===== config.mk =====
export PLATFORM = sky130hd
export DESIGN_NAME = noc_mem_endpoint
export DESIGN_NICKNAME = d
export VERILOG_FILES = /design/src/rtl/noc_mem_endpoint.sv
export SDC_FILE = /design/constraint.sdc
export NUM_CORES = 1
export LEC_CHECK = 0
export CORE_MARGIN = 4
export CORE_UTILIZATION = 50
export DETAILED_ROUTE_END_ITERATION = 16
export DONT_BUFFER_PORTS = 1
export GPL_ROUTABILITY_DRIVEN = 0
export PLACE_DENSITY_LB_ADDON = 0.12
export SYNTH_ARGS = -nofsm -noshare
export SYNTH_HDL_FRONTEND = slang
export SYNTH_SLANG_ARGS = --single-unit

===== constraint.sdc =====
create_clock -name clk -period 2.7 [get_ports clk]
set_input_delay 0.54 -clock clk [delete_from_list [all_inputs] [get_ports clk]]
set_output_delay 0.54 -clock clk [all_outputs]
set_load 0.02 [all_outputs]

===== src/rtl/noc_mem_endpoint.sv =====
// noc_mem_endpoint: memory-side endpoint between the NOC C2M output and M2C input.
// Requests are queued in a FIFO and each one is serviced as an atomic swap on a
// small internal memory: the new data is written and the old data is returned.
// Ports:
//   clk, rst                         clock, synchronous active-high reset
//   en_C2M_OUT/Data_C2M_OUT/Addr_C2M_OUT   request in (no backpressure)
//   en_M2C_IN/Data_M2C_IN/AccessComplete_M2C_IN  response out (one-cycle pulse)
//   fifo_count                       request FIFO occupancy
//   overflow, bad_id                 sticky error flags
module noc_mem_endpoint #(
  parameter int unsigned RADIX          = 2,
  parameter int unsigned BIT_WIDTH      = 32,
  parameter int unsigned ADDR_WIDTH     = 16,
  parameter int unsigned MEM_AW         = 4,
  parameter int unsigned FIFO_DEPTH     = 4,
  parameter int unsigned SERVICE_CYCLES = 2
) (
  input  logic                          clk,
  input  logic                          rst,
  input  logic                          en_C2M_OUT,
  input  logic [BIT_WIDTH-1:0]          Data_C2M_OUT,
  input  logic [ADDR_WIDTH-1:0]         Addr_C2M_OUT,
  output logic                          en_M2C_IN,
  output logic [BIT_WIDTH-1:0]          Data_M2C_IN,
  output logic [RADIX-1:0]              AccessComplete_M2C_IN,
  output logic [$clog2(FIFO_DEPTH):0]   fifo_count,
  output logic                          overflow,
  output logic                          bad_id
);

  localparam int unsigned ID_W      = (RADIX > 1) ? $clog2(RADIX) : 1;
  localparam int unsigned PTR_W     = $clog2(FIFO_DEPTH);
  localparam int unsigned CNT_W     = PTR_W + 1;
  localparam int unsigned SC_W      = (SERVICE_CYCLES > 1) ? $clog2(SERVICE_CYCLES) : 1;
  localparam int unsigned MEM_WORDS = 1 << MEM_AW;

  typedef enum logic [1:0] {S_IDLE, S_BUSY, S_RESP} state_t;

  state_t                r_state;
  state_t                w_state_nxt;

  // Only the id field and word index of a request are kept.
  logic [BIT_WIDTH-1:0]  r_fifo_data [FIFO_DEPTH];
  logic [ID_W-1:0]       r_fifo_id   [FIFO_DEPTH];
  logic [MEM_AW-1:0]     r_fifo_idx  [FIFO_DEPTH];
  logic [PTR_W-1:0]      r_wr_ptr;
  logic [PTR_W-1:0]      r_rd_ptr;

  logic [BIT_WIDTH-1:0]  r_mem [MEM_WORDS];
  logic [BIT_WIDTH-1:0]  r_req_data;
  logic [ID_W-1:0]       r_req_id;
  logic [MEM_AW-1:0]     r_req_idx;
  logic [SC_W-1:0]       r_cnt;

  logic                  w_empty;
  logic                  w_full;
  logic                  w_pop;
  logic                  w_push;
  logic                  w_done;
  logic                  w_unused_addr;

  assign w_empty       = (fifo_count == '0);
  assign w_full        = (fifo_count == CNT_W'(FIFO_DEPTH));
  // Bits between the index and the id field carry no meaning here.
  assign w_unused_addr = ^Addr_C2M_OUT;

  // State register
  always_ff @(posedge clk) begin
    if (rst) r_state <= S_IDLE;
    else     r_state <= w_state_nxt;
  end

  // Next-state logic
  always_comb begin
    w_state_nxt = r_state;
    case (r_state)
      S_IDLE:  if (!w_empty) w_state_nxt = S_BUSY;
      S_BUSY:  if (r_cnt == '0) w_state_nxt = S_RESP;
      S_RESP:  w_state_nxt = w_empty ? S_IDLE : S_BUSY;
      default: w_state_nxt = S_IDLE;
    endcase
  end

  // FSM control outputs
  always_comb begin
    w_pop  = 1'b0;
    w_done = 1'b0;
    case (r_state)
      S_IDLE:  w_pop  = !w_empty;
      S_BUSY:  w_done = (r_cnt == '0);
      S_RESP:  w_pop  = !w_empty;
      default: w_pop  = 1'b0;
    endcase
    // A full FIFO still accepts when it is popped on the same edge.
    w_push = en_C2M_OUT && (!w_full || w_pop);
  end

  // FIFO storage (contents need no reset; occupancy is tracked separately)
  always_ff @(posedge clk) begin
    if (w_push && !rst) begin
      r_fifo_data[r_wr_ptr] <= Data_C2M_OUT;
      r_fifo_id[r_wr_ptr]   <= Addr_C2M_OUT[ADDR_WIDTH-1 -: ID_W];
      r_fifo_idx[r_wr_ptr]  <= Addr_C2M_OUT[MEM_AW-1:0];
    end
  end

  // FIFO pointers/occupancy, request registers, memory and outputs
  always_ff @(posedge clk) begin
    if (rst) begin
      r_wr_ptr              <= '0;
      r_rd_ptr              <= '0;
      fifo_count            <= '0;
      overflow              <= 1'b0;
      bad_id                <= 1'b0;
      r_req_data            <= '0;
      r_req_id              <= '0;
      r_req_idx             <= '0;
      r_cnt                 <= '0;
      en_M2C_IN             <= 1'b0;
      Data_M2C_IN           <= '0;
      AccessComplete_M2C_IN <= '0;
      for (int i = 0; i < MEM_WORDS; i++) r_mem[i] <= '0;
    end else begin
      if (w_push) r_wr_ptr <= r_wr_ptr + PTR_W'(1);
      if (en_C2M_OUT && !w_push) overflow <= 1'b1;

      if (w_pop) begin
        r_rd_ptr   <= r_rd_ptr + PTR_W'(1);
        r_req_data <= r_fifo_data[r_rd_ptr];
        r_req_id   <= r_fifo_id[r_rd_ptr];
        r_req_idx  <= r_fifo_idx[r_rd_ptr];
        r_cnt      <= SC_W'(SERVICE_CYCLES - 1);
      end else if (r_state == S_BUSY && r_cnt != '0) begin
        r_cnt <= r_cnt - SC_W'(1);
      end

      case ({w_push, w_pop})
        2'b10:   fifo_count <= fifo_count + CNT_W'(1);
        2'b01:   fifo_count <= fifo_count - CNT_W'(1);
        default: fifo_count <= fifo_count;
      endcase

      // Response registers are live only during RESP; cleared otherwise.
      en_M2C_IN             <= 1'b0;
      Data_M2C_IN           <= '0;
      AccessComplete_M2C_IN <= '0;
      if (w_done) begin
        en_M2C_IN          <= 1'b1;
        Data_M2C_IN        <= r_mem[r_req_idx];
        r_mem[r_req_idx]   <= r_req_data;
        if (32'(r_req_id) < RADIX) AccessComplete_M2C_IN <= RADIX'(1) << r_req_id;
        else                       bad_id <= 1'b1;
      end
    end
  end

endmodule


==> run metrics <==
status finished clean; I/O Buffers 0; Ports 91; Setup Viol. Count Final 0; Final ANT Viol Nets 0; syn_nets 1946; Crit Path Max Fanout 32; number of setup buffers added after CTS 0; Final nets 2001; die area 65700 um^2; Overall Global Routing Usage 22.1%; routed via count 16100; Pleak 12.4 nW; maximum VDD drop 0.720 mV; Via density 5.77; CTS tree done; Root Driver clkbuf_16; critical path class reg -> reg; fin util 58.3%; synthesized instance count 1890; overflow left after global routing 0; # fillers 4580; antenna violations before repair 4; Primary FF master, synth edfxtp_1; fin crit share 90.9%; Avg WL per Cell 25.8 um; reg2reg start r_cnt; n_diodes 0; CORE AREA 60700 um^2; startpoint types register; maxcap violations 0; DRC errors left 0; Seq/Total Area, Yosys 69.7%; #FFs+latches synth 743; Max Clock Skew 29.7 ps; Synthesis Warnings 0; Worst Setup SP r_cnt; hpwl dp 41600 um; row count 90; unique cell type count in the Yosys netlist 50; layout cells sized above 1 20.6%; post-route setup TNS 0 ps; commonest non-fill, non-tap cell in the layout edfxtp_1; Post-synth ARST share 0%; hold buffer count at cts 38; cts bufs inserted 78; Final Hold Viols 0; Crit. End Element register; Initial Utilization 50.8%; Synth Cell Area 30800 um^2; Clock Pin Slew Worst Setup and Hold Paths 60 ps; pwr/cell area 879 nW/um^2; die width 256 um; number of global-route vias before repair 16800; Synth Area per Inst 16.3 um^2; Resize count post-CTS 0; initial DRC count 1590; EDFF count, synth 660; max-slew violations 0; clock sinks 743; critical path arrival 2740 ps; Slew HR 52.0%; Worst-Margin Slew 711 ps; largest net degree at the start of global routing 47; final WL 72100 um; Max Freq 407 MHz; most frequent cells in the layout 660 x edfxtp_1, 513 x and2_1, 163 x mux4_2, 110 x nand2_1, 83 x clkbuf_16; first-pass GRT wire length 108000 um; Hold WC Path Type in -> reg; Layout area overhead 14.8%; fin crit period 2460 ps; Hold Path Origin en_C2M_OUT; H-tree lvl count 3; Die Span Y 256 um; Pre-Repair DR Iteration Count 6; worst skew pair latency 630 ps; Max clock buf depth 3; RSZ-0062 raised after global routing no; Req. time, crit path 2980 ps
-- worst max-delay path, cell delays in order, from the launching register on --
cell and delay (ps):
dfxtp_1 320, or4b_1 730, or3_4 450, nor3_4 180
or2_2 170, buf_12 250
-- per-stage QoR --
step                setup WS, ps  hold WS, ps  total power [W]  cells  area [um^2]
finish                       245          150           0.0311   2793        35400
global route                 132          139           0.0324   2793        35400
CTS                          259          117           0.0314   2793        35400
detailed placement          76.8          453           0.0204   2609        32400
global placement             107          438           0.0204   2609        32400
floorplan                   30.6          406           0.0182   1890        30800
-- synth_stat cells (3+ instances only) --
cell type  instances  share of area, %
a21oi_1           41              0.67
a22oi_1           63               1.5
and2_1           517                10
buf_1             10              0.12
buf_2             22              0.36
buf_6              3              0.11
clkbuf_1          99               1.2
clkbuf_2          18              0.29
dfxtp_1           83               5.4
edfxtp_1         660                64
ha_1               4              0.16
inv_1              8             0.097
mux2_2             3              0.11
mux4_2           163                12
nand2_1          110               1.3
nor2_1            18              0.22
nor2_2             3             0.061
nor2_4             3              0.11
nor3_1             3             0.049
or2_2             17              0.34
xnor2_1            5              0.14
-- per-layer routing --
metal  vias to the layer above  share of wire [%]  global-route usage [%]
met3                        99                6.5                    3.51
met2                       501                 49                    36.5
met4                         0                1.8                    4.98
met1                      8417                 43                    31.5
met5                         -                  0                       0
li1                       7111                  -                       -
-- sequential cells by signal, indices dropped and copies added, names as in the netlist, 2 cells and up --
register	count
r_rd_ptr	2
Data_M2C_IN	32
r_wr_ptr	2
fifo_count	3
r_fifo_idx	16
r_fifo_data	128
AccessComplete_M2C_IN	2
r_mem	512
r_fifo_id	4
r_req_data	32
r_req_idx	4
r_state	2
-- path summary, 6_finish.rpt --
kind	end	slack, ps	depth (start not counted)
hold / removal	overflow	150	2
hold reg to reg	AccessComplete_M2C_IN[0]	470	1
setup reg to reg	r_mem[4][24]	240	5
setup / recovery	r_mem[4][24]	240	5
-- layout make-up --
type | count | area (um^2) | area share, %
inverter | 9 | 33.8 | 0.0954
clock buffer | 118 | 2290 | 6.46
tap | 782 | 978 | 2.76
multi-input combinational | 985 | 8720 | 24.6
clock inverter | 28 | 347 | 0.979
timing repair buffer | 128 | 1550 | 4.39
sequential | 743 | 21500 | 60.7
-- cell families after synthesis --
kind of cell | count (synthesis) | synth area share (%)
buffers and inverters | 162 | 2.22
XOR/XNOR | 5 | 0.142
adder cells (fa/ha/maj) | 5 | 0.227
AND/OR/NAND/NOR | 691 | 13.2
multiplexers | 168 | 12.1
AO/OA/AOI/OAI | 115 | 2.48
flip-flops | 743 | 69.7
other | 1 | 0.0122
-- where the power goes --
| group | switching, W | internal (W) |
|---|---|---|
| clock | 0.00429 | 0.00662 |
| sequential | 0.00151 | 0.0133 |
| combinational | 0.00282 | 0.00257 |
| total | 0.00862 | 0.0225 |
No activity file was read; power rests on OpenSTA's default activity.
